**config.mk**
```make
export PLATFORM = sky130hd
export DESIGN_NAME = da_frame_sink_flat
export DESIGN_NICKNAME = d
export VERILOG_FILES = /design/src/rtl/da_frame_sink_if.sv /design/src/rtl/da_frame_sink.sv /design/src/flat_wrapper.sv
export SDC_FILE = /design/constraint.sdc
export NUM_CORES = 1
export LEC_CHECK = 0
export ABC_AREA = 1
export BUFFER_PORTS_ARGS = -buffer_cell sky130_fd_sc_hd__buf_2
export CAP_MARGIN = 40
export CELL_PAD_IN_SITES_DETAIL_PLACEMENT = 1
export CELL_PAD_IN_SITES_GLOBAL_PLACEMENT = 1
export CORE_UTILIZATION = 40
export DETAILED_ROUTE_END_ITERATION = 7
export GPL_TIMING_DRIVEN = 1
export PLACE_DENSITY_LB_ADDON = 0.1
export SLEW_MARGIN = 40
export SYNTH_ARGS = -nofsm -noshare
export SYNTH_HDL_FRONTEND = slang
export SYNTH_SLANG_ARGS = --single-unit
```
**constraint.sdc**
```tcl
create_clock -name clk_bit -period 4 [get_ports clk_bit]
set_input_delay 0.2 -clock clk_bit [delete_from_list [all_inputs] [get_ports clk_bit]]
set_output_delay 0.2 -clock clk_bit [all_outputs]
set_load 0.03 [all_outputs]
```
**src/rtl/da_frame_sink_if.sv**
```systemverilog
// Result stream leaving da_frame_sink (valid/ready).
// m_tag exists only when DA_FRAME_SINK_TAG_EN is defined.
interface da_frame_sink_if #(
  parameter int DATA_W = 17
);
  logic [DATA_W-1:0] m_data;
  logic              m_valid;
  logic              m_ready;
`ifdef DA_FRAME_SINK_TAG_EN
  logic [7:0]        m_tag;
`endif

  modport master (
    output m_data,
    output m_valid,
`ifdef DA_FRAME_SINK_TAG_EN
    output m_tag,
`endif
    input  m_ready
  );

  modport slave (
    input  m_data,
    input  m_valid,
`ifdef DA_FRAME_SINK_TAG_EN
    input  m_tag,
`endif
    output m_ready
  );
endinterface

```
**src/rtl/da_frame_sink.sv**
```systemverilog
// Frame-aligned capture of dafir results into a small stream FIFO.
// Optional per-word frame tag: define DA_FRAME_SINK_TAG_EN.
module da_frame_sink #(
  parameter int DATA_W      = 17,
  parameter int FRAME_LEN   = 8,
  parameter int CAP_PHASE   = 7,
  parameter int SKIP_FRAMES = 2,
  parameter int DEPTH       = 4
) (
  input  logic              clk_bit,
  input  logic              rst_n,
  input  logic              frame_sync,
  input  logic [DATA_W-1:0] opy,
  da_frame_sink_if.master   m,
  output logic              ovf,
  input  logic              ovf_clr,
  output logic              armed
);
  localparam int CW =
    (FRAME_LEN > 1) ? $clog2(FRAME_LEN) : 1;
  localparam int SW =
    (SKIP_FRAMES > 0) ? $clog2(SKIP_FRAMES + 1) : 1;
  localparam int AW = $clog2(DEPTH);
  localparam int NW = AW + 1;

  typedef enum logic [1:0] {
    IDLE,
    FILL,
    RUN
  } state_t;

  state_t            state;
  logic [CW-1:0]     bit_cnt;
  logic [SW-1:0]     skip_cnt;

  logic [DATA_W-1:0] mem [DEPTH];
  logic [AW-1:0]     wr_ptr;
  logic [AW-1:0]     rd_ptr;
  logic [NW-1:0]     count;
  logic [NW-1:0]     count_nxt;

  logic at_cap;
  logic cap;
  logic run_cap;
  logic full;
  logic pop;
  logic push_ok;
  logic ovf_set;

  assign at_cap  = bit_cnt == CW'(CAP_PHASE);
  assign cap     = (state != IDLE) && at_cap
                   && !frame_sync;
  assign run_cap = cap && (state == RUN);
  assign full    = count == NW'(DEPTH);
  assign pop     = m.m_valid && m.m_ready;
  // a pop frees the slot the same-cycle push needs
  assign push_ok = run_cap && (!full || pop);
  assign ovf_set = run_cap && full && !pop;

  always_ff @(posedge clk_bit or negedge rst_n) begin
    if (!rst_n) begin
      state    <= IDLE;
      bit_cnt  <= '0;
      skip_cnt <= SW'(SKIP_FRAMES);
      armed    <= 1'b0;
    end else if (frame_sync) begin
      state    <= (SKIP_FRAMES == 0) ? RUN : FILL;
      bit_cnt  <= CW'(1);
      skip_cnt <= SW'(SKIP_FRAMES);
      armed    <= 1'b1;
    end else if (state != IDLE) begin
      if (bit_cnt == CW'(FRAME_LEN - 1))
        bit_cnt <= '0;
      else
        bit_cnt <= bit_cnt + CW'(1);
      if (cap && state == FILL) begin
        skip_cnt <= skip_cnt - SW'(1);
        if (skip_cnt == SW'(1))
          state <= RUN;
      end
    end
  end

  always_comb begin
    count_nxt = count;
    if (push_ok && !pop)
      count_nxt = count + NW'(1);
    else if (!push_ok && pop)
      count_nxt = count - NW'(1);
  end

  always_ff @(posedge clk_bit or negedge rst_n) begin
    if (!rst_n) begin
      for (int i = 0; i < DEPTH; i++)
        mem[i] <= '0;
      wr_ptr    <= '0;
      rd_ptr    <= '0;
      count     <= '0;
      m.m_valid <= 1'b0;
      ovf       <= 1'b0;
    end else begin
      if (push_ok) begin
        mem[wr_ptr] <= opy;
        wr_ptr      <= wr_ptr + AW'(1);
      end
      if (pop)
        rd_ptr <= rd_ptr + AW'(1);
      count     <= count_nxt;
      m.m_valid <= count_nxt != '0;
      if (ovf_set)
        ovf <= 1'b1;
      else if (ovf_clr)
        ovf <= 1'b0;
    end
  end

  assign m.m_data = m.m_valid ? mem[rd_ptr] : '0;

`ifdef DA_FRAME_SINK_TAG_EN
  logic [7:0] tag_cnt;
  logic [7:0] tag_mem [DEPTH];

  // counts every RUN capture, so dropped words leave a gap
  always_ff @(posedge clk_bit or negedge rst_n) begin
    if (!rst_n) begin
      tag_cnt <= '0;
      for (int i = 0; i < DEPTH; i++)
        tag_mem[i] <= '0;
    end else begin
      if (frame_sync)
        tag_cnt <= '0;
      else if (run_cap)
        tag_cnt <= tag_cnt + 8'd1;
      if (push_ok)
        tag_mem[wr_ptr] <= tag_cnt;
    end
  end

  assign m.m_tag = m.m_valid ? tag_mem[rd_ptr] : '0;
`endif

endmodule

```
**src/flat_wrapper.sv**
```systemverilog
// flat-port wrapper written by rule: the top's interface ports become plain ports
module da_frame_sink_flat 
#(
  parameter int DATA_W      = 17,
  parameter int FRAME_LEN   = 8,
  parameter int CAP_PHASE   = 7,
  parameter int SKIP_FRAMES = 2,
  parameter int DEPTH       = 4
)
  (clk_bit, rst_n, frame_sync, opy, ovf, ovf_clr, armed, m_m_data, m_m_valid, m_m_ready);
  da_frame_sink_if #(.DATA_W(DATA_W)) m_i ();
  input  logic clk_bit;
  input  logic rst_n;
  input  logic frame_sync;
  input  logic [DATA_W-1:0] opy;
  output logic ovf;
  input  logic ovf_clr;
  output logic armed;
  output wire logic [$bits(m_i.m_data)-1:0] m_m_data;
  output wire logic [$bits(m_i.m_valid)-1:0] m_m_valid;
  input wire logic [$bits(m_i.m_ready)-1:0] m_m_ready;
  assign m_m_data = m_i.m_data;
  assign m_m_valid = m_i.m_valid;
  assign m_i.m_ready = m_m_ready;
  da_frame_sink #(.DATA_W(DATA_W), .FRAME_LEN(FRAME_LEN), .CAP_PHASE(CAP_PHASE), .SKIP_FRAMES(SKIP_FRAMES), .DEPTH(DEPTH)) u_core (.clk_bit(clk_bit), .rst_n(rst_n), .frame_sync(frame_sync), .opy(opy), .m(m_i), .ovf(ovf), .ovf_clr(ovf_clr), .armed(armed));
endmodule
```
### Word level (Yosys, flattened, before mapping)

Index checks and enable logic that the tools add are counted.

* bitwise gates (word level): 2
* $mul: 0
* muxes and demuxes: 21
* equal/unequal tests: 5
* $add $sub $neg: 6
* div/mod/pow operators: 0
* shifts and indexed selects: 0
* order comparisons: 3
* reduce and logical (&&, ||, !) cells: 24

Operators with widths (count)
* $bwmux 68: 1
* $mux 17: 4
* $bmux 17 s2: 1
* $demux 17 s2: 1
* $mux 3: 5
* $mux 2: 7
* $logic_and 1x1->1: 11
* $reduce_bool 2->1: 5
* $add 3x1->3 const B: 2
* $eq 3x3->1 const B: 2
* $ge 3x3->1 const B: 2
* $not 2->3: 2
* $add 2x1->2 const B: 2
* $eq 2x1->1 const B: 2
* $logic_not 1->1: 4
* $lt 3x1->1 const B: 1
* $reduce_and 3->1: 1
* $reduce_bool 3->1: 1
* $sub 3x1->3 const B: 1
* $eq 2x2->1 const B: 1
* $mux 1: 2
* $reduce_and 2->1: 1
* $sub 2x1->2 const B: 1
* $logic_or 1x1->1: 1

* output and inout port bits: 20
* word-level logic and storage cells: 74
* register bits: 85
* bits in writable memories: 0
* ROM bits: 0
* memories: 0
* latch bits: 0

### Depth between registers and ports, before layout

Gate-level depths: netlist (run 1).

* depth in word-level cells: 10
* mapped depth: 11
* mapped depth without buffers: 10

### Least setup slack after synthesis (run 1)

OpenSTA, ideal clock, no wires.

* kind: register to register
* start point: register u_core.bit_cnt[0]
* end point: register u_core.mem[12] in the netlist's numbering
* path slack: 2.237 ns
* data arrival time: 1.698 ns
* library setup time: 0.065 ns
* stages on the path, launching flop included: 12
* cells stage by stage: dfrtp_1 -> ha_1 -> ha_1 -> nand2_1 -> inv_1 -> nand2_1 -> inv_1 -> o21ai_4 -> buf_2 -> buf_2 -> o21ai_0 -> nand2_1

* cells in the longest elaborated chain, start to end: 5

Ends and longest elaborated chain
* start: declaration: line da_frame_sink.sv:33 `logic [CW-1:0] bit_cnt;`
* start signal: assignment: line da_frame_sink.sv:75 `bit_cnt <= bit_cnt + CW'(1);`
* $eq 3x3->1: line da_frame_sink.sv:50 `assign at_cap = bit_cnt == CW'(CAP_PHASE);`
* $logic_and 1x1->1: line da_frame_sink.sv:51 `assign cap = (state != IDLE) && at_cap`
* $logic_and 1x1->1: line da_frame_sink.sv:52 `&& !frame_sync;`
* $logic_and 1x1->1: line da_frame_sink.sv:53 `assign run_cap = cap && (state == RUN);`
* $logic_and 1x1->1: line da_frame_sink.sv:57 `assign push_ok = run_cap && (!full || pop);`
* end signal: indexed assignment: line da_frame_sink.sv:103 `mem[wr_ptr] <= opy;`
* end: declaration: line da_frame_sink.sv:36 `logic [DATA_W-1:0] mem [DEPTH];`

No other way between the ends.
A chain may end at the register's enable or synchronous reset.

### Final worst setup path (run 1)

* start point: register u_core.rd_ptr[1]
* end point: output m_m_data[8]

* cells in the longest elaborated chain, start to end: 5

Ends and longest elaborated chain
* start: declaration: line da_frame_sink.sv:38 `logic [AW-1:0] rd_ptr;`
* start signal: assignment: line da_frame_sink.sv:107 `rd_ptr <= rd_ptr + AW'(1);`
* $not 2->3 (implied by the code): line da_frame_sink.sv:117 `assign m.m_data = m.m_valid ? mem[rd_ptr] : '0;`
* $bmux 17 s2: line da_frame_sink.sv:117
* $mux 17 (implied by the code) (2 in series): line da_frame_sink.sv:117
* $mux 17: line da_frame_sink.sv:117
* end: declaration: line flat_wrapper.sv:19 `output wire logic [$bits(m_i.m_data)-1:0] m_m_data;`

No other way between the ends. The select of a mux whose other input is x is not followed.

==> results of run 1 <==
routing by layer:
| metal | global-route usage [%] | part of all wire [%] |
|---|---|---|
| met1 | 30.61 | 50 |
| met2 | 35.23 | 47 |
| met3 | 4.881 | 2.2 |
| met5 | 0 | 0 |
| met4 | 5.604 | 0.98 |
worst min-delay path by stage:
stage          slack [ns]        endpoint  depth (start not counted)     from
6_report             0.02      u_core.ovf                          2  ovf_clr
5_1_grt             0.003      u_core.ovf                          2  ovf_clr
4_1_cts              0.01      u_core.ovf                          2  ovf_clr
3_5_place_dp         0.27  u_core.mem[33]                          1    rst_n
3_3_place_gp         0.26  u_core.mem[33]                          1    rst_n
2_1_floorplan        -0.1    u_core.armed                          0    rst_n
power by group through the flow:
stage | registers (mW) | clock network (mW) | logic [mW]
floorplan | 0.949 | 0 | 0.760
global placement | 1.03 | 0 | 0.991
detailed placement | 1.03 | 0 | 1.01
CTS | 1.01 | 0.684 | 1.02
global route | 1.03 | 0.726 | 1.11
finish | 1.01 | 0.672 | 1.00
worst max-delay path, stage by stage (launching register included):
cell and delay (ns):
dfrtp_1 0.82, clkinv_1 0.78, a21oi_1 0.30, o21ai_0 0.11
a21oi_1 0.17, buf_2 0.25
cell type report:
| class | count | area [sq um] | area share, % |
|---|---|---|---|
| clock buffers | 12 | 135.1 | 2.955 |
| clock inverters | 4 | 72.57 | 1.587 |
| inverters | 60 | 225.2 | 4.925 |
| multi-input cells | 325 | 1597 | 34.91 |
| flip-flops and latches | 85 | 2130 | 46.57 |
| well taps | 133 | 166.4 | 3.639 |
| repair buffers | 46 | 247.7 | 5.417 |
Yosys cell counts (2+ instances only):
master    count
dfrtp_1      84
nand2_1     124
xor2_1        2
buf_1         2
clkinv_1      3
nand3_1      10
buf_4         3
a21oi_1      55
clkbuf_1     11
ha_1         10
nor2_2        2
inv_1        56
o21ai_0     104
nand4_1       2
nor2_4        2
nor2_1        8
buf_2         9
state kept, by name, summed over array words and instances, names as in the netlist:
signal / cells
u_core.mem: 68
u_core.bit_cnt: 3
u_core.count: 3
u_core.rd_ptr: 2
u_core.skip_cnt: 2
u_core.state: 2
u_core.wr_ptr: 2
u_core.armed: 1
u_core.m.m_valid: 1
u_core.ovf: 1
through the flow:
step	std cells	cell area, sq um
final	665	4573
after global routing	665	4573
after CTS	665	4568
after detailed placement	648	4350
after global placement	648	4344
after floorplan	495	4056
cell families (layout without fill, tap and decap cells):
| kind of cell | count (synthesis) | count (layout) |
|---|---|---|
| XOR/XNOR | 3 | 3 |
| AO/OA/AOI/OAI | 163 | 163 |
| AND/OR/NAND/NOR | 149 | 149 |
| flip-flops | 85 | 85 |
| adder cells (fa/ha/maj) | 10 | 10 |
| buffers and inverters | 85 | 122 |
==> metrics.csv, run 1 <==
metric;value;unit
status;finished, final reports clean;
clock period minus worst slack;2.991;ns
EDFF count, synth;0;
Via density;5.063;
fill cell count;1257;
class of the worst hold path;primary input to flop;
cell taking the most area after synthesis;dfrtp_1;
first-pass detailed-route iteration total;4;
Worst Skew;0.01287;ns
DIE AREA;0.01055;sq mm
fin nets;559;
# resized after CTS;0;
Least-Margin Pin Slew;0.7436;ns
Crit path required time;3.80;ns
vias in the first global route;3364;
ranking of synthesized cells by area;dfrtp_1 52%, o21ai_0 13%, nand2_1 11%, a21oi_1 6.8%, inv_1 5.2%;
initial DRC count;104;
via count;3367;
RSZ-0062 raised after global routing;no;
CP Capture Type;output port;
DR WL/cell;15.79;microns
Post-DRT Antenna Nets;0;
clock slew at reported path FFs;0.08;ns
Crit Path Class;flop to output port;
maximum VDD drop;0.2606;mV
leakage power;2.389;nW
TNS Setup;0;ns
clock share of power;25.0;%
post-synthesis adder-cell area fraction;3.085;%
# diodes;0;
Synth Area in Compound Gates;20.60;%
power per cell area;587.7;mW/mm^2
register share of total power;37.7;%
CTS Sinks;85;
Tcrit/Tclk final;74.77;%
count of pins over their slew limit;0;
area grow syn2layout;12.74;%
Layout Utilization;46.57;%
Final Hold Fails;0;
number of port buffers;41;
ys flop type;dfrtp_1;
total global routing overflow;0;
gr usage total;22.12;%
Synth cell types;25;
Synth Area in Simple Gates;14.77;%
Worst setup SP type;flop;
Placer Congestion;0.7866;
Max Cap Viol;0;
RR Startpoint;u_core.bit_cnt[0];
Critical path origin;u_core.rd_ptr[1];
die extent in x;102.7;microns
synthesized netlist cell count;495;
Synth Net Count;527;
post-CTS setup buffer count;0;
main combinational cell family by area after synthesis;compound AO/OA/AOI/OAI gates;
clock tree buffer depth;2;
Worst Path Arrival;2.79;ns
Worst Hold Margin;0.02275;ns
XOR/XNOR share of the synthesized area;0.6477;%
Overall Power;2.688;mW
reg2reg end;u_core.mem[2];
Max transition margin;50.31;%
initial antenna violation count;0;
hold_buf cts;1;
first-pass GRT wire length;17.34;mm
Synth warnings;0;
Post-route DRC;0;
root buf cell;clkbuf_8;
Combinational Power Share;37.2;%
Core Box Area;0.009819;sq mm
most frequent cells in the layout;124 x nand2_1, 104 x o21ai_0, 83 x dfrtp_1;
die height;102.7;microns
Critical Path End;m_m_data[8];
FF+latch count, synth;85;
# rows;36;
Cell Area, Synth;0.004056;sq mm
initial core utilization;41.31;%
Synth top area share;51.82;%
CTS tree;yes;
share of layout cells above drive strength 1;12.59;%
mux contribution to synthesized area;0;%
DRT Wirelength;10.50;mm
CTS buffer count;9;
maximum number of pins on one net before global-route repair;47;
clock latency on the worst-skew pair;0.37;ns
Setup violations, final;0;
crit-path max FO;19;
R2R Setup Slk;1.67;ns
ys async rst share;100.0;%
hpwl dp;6.613;mm
register area share after synthesis;52.47;%
Sw Share;42.19;%
worst-case reg-to-reg path depth;11;
io pins;42;
Setup Slack @ Placement;1.310;ns
Mapped Avg Cell Area;8.195;sq um
H-tree levels;3;
Final WS setup;1.009;ns
most common cell after layout, fill and taps aside;nand2_1;
Pint;1.554;mW
Switching Power;1.134;mW
fmax;334.4;MHz
No activity file was read; power rests on OpenSTA's default activity.
==> run 2, diff against run 1 <==
clock period = 3 ns   (was 4 ns; I/O delays follow)
==> run 2 against run 1 <==
  * Clock-buffer cell count grew 2
  * Clock power is 18% higher
  * Routed wire length grew 1.1%
  * Core utilization grew 0.18 points
  * Register-to-register slack worse by 0.79 ns
  * Non-clock buffer count increased by 5
  * Critical endpoint is now m_m_data[0]
==> metrics.csv, run 2 (same netlist as run 1, synthesis figures left out) <==
metric;value;unit;change
status;finished, final reports clean;;
first-pass GRT wire length;17.57;mm;+1.3%
# rows;36;;unchanged
CTS tree;yes;;
DIE AREA;0.01055;sq mm;unchanged
Max Cap Viol;0;;unchanged
gr usage total;22.11;%;about the same
most common cell after layout, fill and taps aside;nand2_1;;
most frequent cells in the layout;124 x nand2_1, 104 x o21ai_0, 84 x dfrtp_1;;
total global routing overflow;0;;unchanged
CP Capture Type;output port;;
Regs by FF count;u_core.mem: 68 flops, u_core.bit_cnt: 3 flops, u_core.count: 3 flops;;
Tcrit/Tclk final;76.24;%;
Worst Path Arrival;2.14;ns;-0.65 ns
placed insts;652;;+0.62%
fin cells;670;;+0.75%
Worst Skew;0.01168;ns;-0.001190 ns
final design area excluding fillers;0.004591;sq mm;+0.38%
fin nets;564;;+0.89%
# resized after CTS;0;;unchanged
clock latency on the worst-skew pair;0.36;ns;about the same
vias in the first global route;3466;;+3.0%
die height;102.7;microns;unchanged
clock tree buffer depth;2;;unchanged
power per cell area;761.2;mW/mm^2;+30%
Crit Path Class;flop to output port;;
hold_buf cts;2;;+1
maximum number of pins on one net before global-route repair;86;;+83%
post-CTS setup buffer count;0;;unchanged
via count;3399;;+0.95%
Least-Margin Pin Slew;0.7189;ns;-0.02467 ns
CP Cell Sequence;clkinv_1 -> buf_4 -> a21oi_1 -> o21ai_0 -> a21oi_1 -> buf_2;;
crit-path max FO;20;;+1
clock period minus worst slack;2.287;ns;
H-tree levels;3;;unchanged
hold wc startpoint;frame_sync;;
class of the worst hold path;primary input to flop;;
CP max-delay cell;clkinv_1;;
TNS Setup;0;ns;unchanged
count of pins over their slew limit;0;;unchanged
Post-route DRC;0;;unchanged
Placer Congestion;0.7664;;-2.6%
most frequent CP cell;a21oi_1;;
CTS Sinks;85;;unchanged
Post-DRT Antenna Nets;0;;unchanged
Critical path origin;u_core.rd_ptr[0];;
max reg flops;68;;unchanged
RSZ-0062 raised after global routing;no;;
Max transition margin;52.07;%;+1.8 points
RR Startpoint;u_core.bit_cnt[0];;
CTS buffer count;9;;unchanged
maximum VDD drop;0.3607;mV;+38%
Core Box Area;0.009819;sq mm;unchanged
DR WL/cell;15.84;microns;+0.32%
die extent in x;102.7;microns;unchanged
io pins;42;;unchanged
DRT Wirelength;10.61;mm;+1.1%
initial core utilization;41.31;%;unchanged
Crit path required time;2.85;ns;-0.95 ns
number of port buffers;41;;unchanged
clock slew at reported path FFs;0.09;ns;about the same
Worst Hold Margin;0.01796;ns;-0.004795 ns
Largest Register;u_core.mem;;
root buf cell;clkbuf_8;;
area grow syn2layout;13.17;%;
fmax;437.2;MHz;
CP max stage delay;0.38;ns;-0.44 ns
share of layout cells above drive strength 1;12.66;%;+0.069 points
initial antenna violation count;0;;unchanged
initial DRC count;105;;+0.96%
Via density;5.073;;+0.20%
Setup violations, final;0;;unchanged
Worst setup SP type;flop;;
first-pass detailed-route iteration total;4;;unchanged
Post-DP Area;0.004390;sq mm;+0.92%
Final Hold Fails;0;;unchanged
# diodes;0;;unchanged
hpwl dp;6.890;mm;+4.2%
Layout Utilization;46.75;%;+0.18 points
leakage power;2.408;nW;+0.81%
run 2: through the flow:
stage | setup WS (ns) | total power [mW]
after global placement | 0.9575 | 2.697
after global routing | 0.5297 | 3.724
after floorplan | 1.237 | 2.279
final | 0.7127 | 3.494
after CTS | 0.7330 | 3.535
after detailed placement | 0.8657 | 2.734
run 2: final cells by class:
| cell class | count | area (sq um) |
|---|---|---|
| clock buffer | 14 | 142.6 |
| clock inverter | 2 | 35.03 |
| fill | 1246 | 5229 |
| inverter | 60 | 225.2 |
| multi-input combinational | 325 | 1587 |
| sequential | 85 | 2128 |
| tap | 133 | 166.4 |
| timing repair buffer | 51 | 306.5 |
run 2: where the power goes:
group	leakage, nW	switching [mW]	internal [mW]	total, mW
Sequential	0.966	0.0436	1.20	1.25
Clock	0.0887	0.404	0.386	0.791
Combinational	1.35	1.05	0.405	1.46
Total	2.41	1.50	2.00	3.49
run 2: critical path, delay by kind of cell (launching register included):
kind            cells  cell delay, ns
flops               1            0.36
compound gates      3            0.42
buf+inv             3            0.99
run 2: worst paths after layout:
path / end / depth (start not counted) / slack [ns]
min in group asynchronous: u_core.mem[50] / 2 / 0.38
setup reg to reg: u_core.mem[1] / 10 / 0.88
hold reg to reg: u_core.armed / 1 / 0.47
max in group asynchronous: u_core.mem[61] / 2 / 2.08
setup / recovery: m_m_data[0] / 6 / 0.71
hold / removal: u_core.state[1] / 2 / 0.02
run 2: layer usage:
metal	vias to the layer above	wire, microns	GRT usage [%]
li1	1672	-	-
met1	1670	5189	30.68
met2	45	5005	35.54
met3	12	248	2.508
met4	0	167	8.462
met5	-	0	0
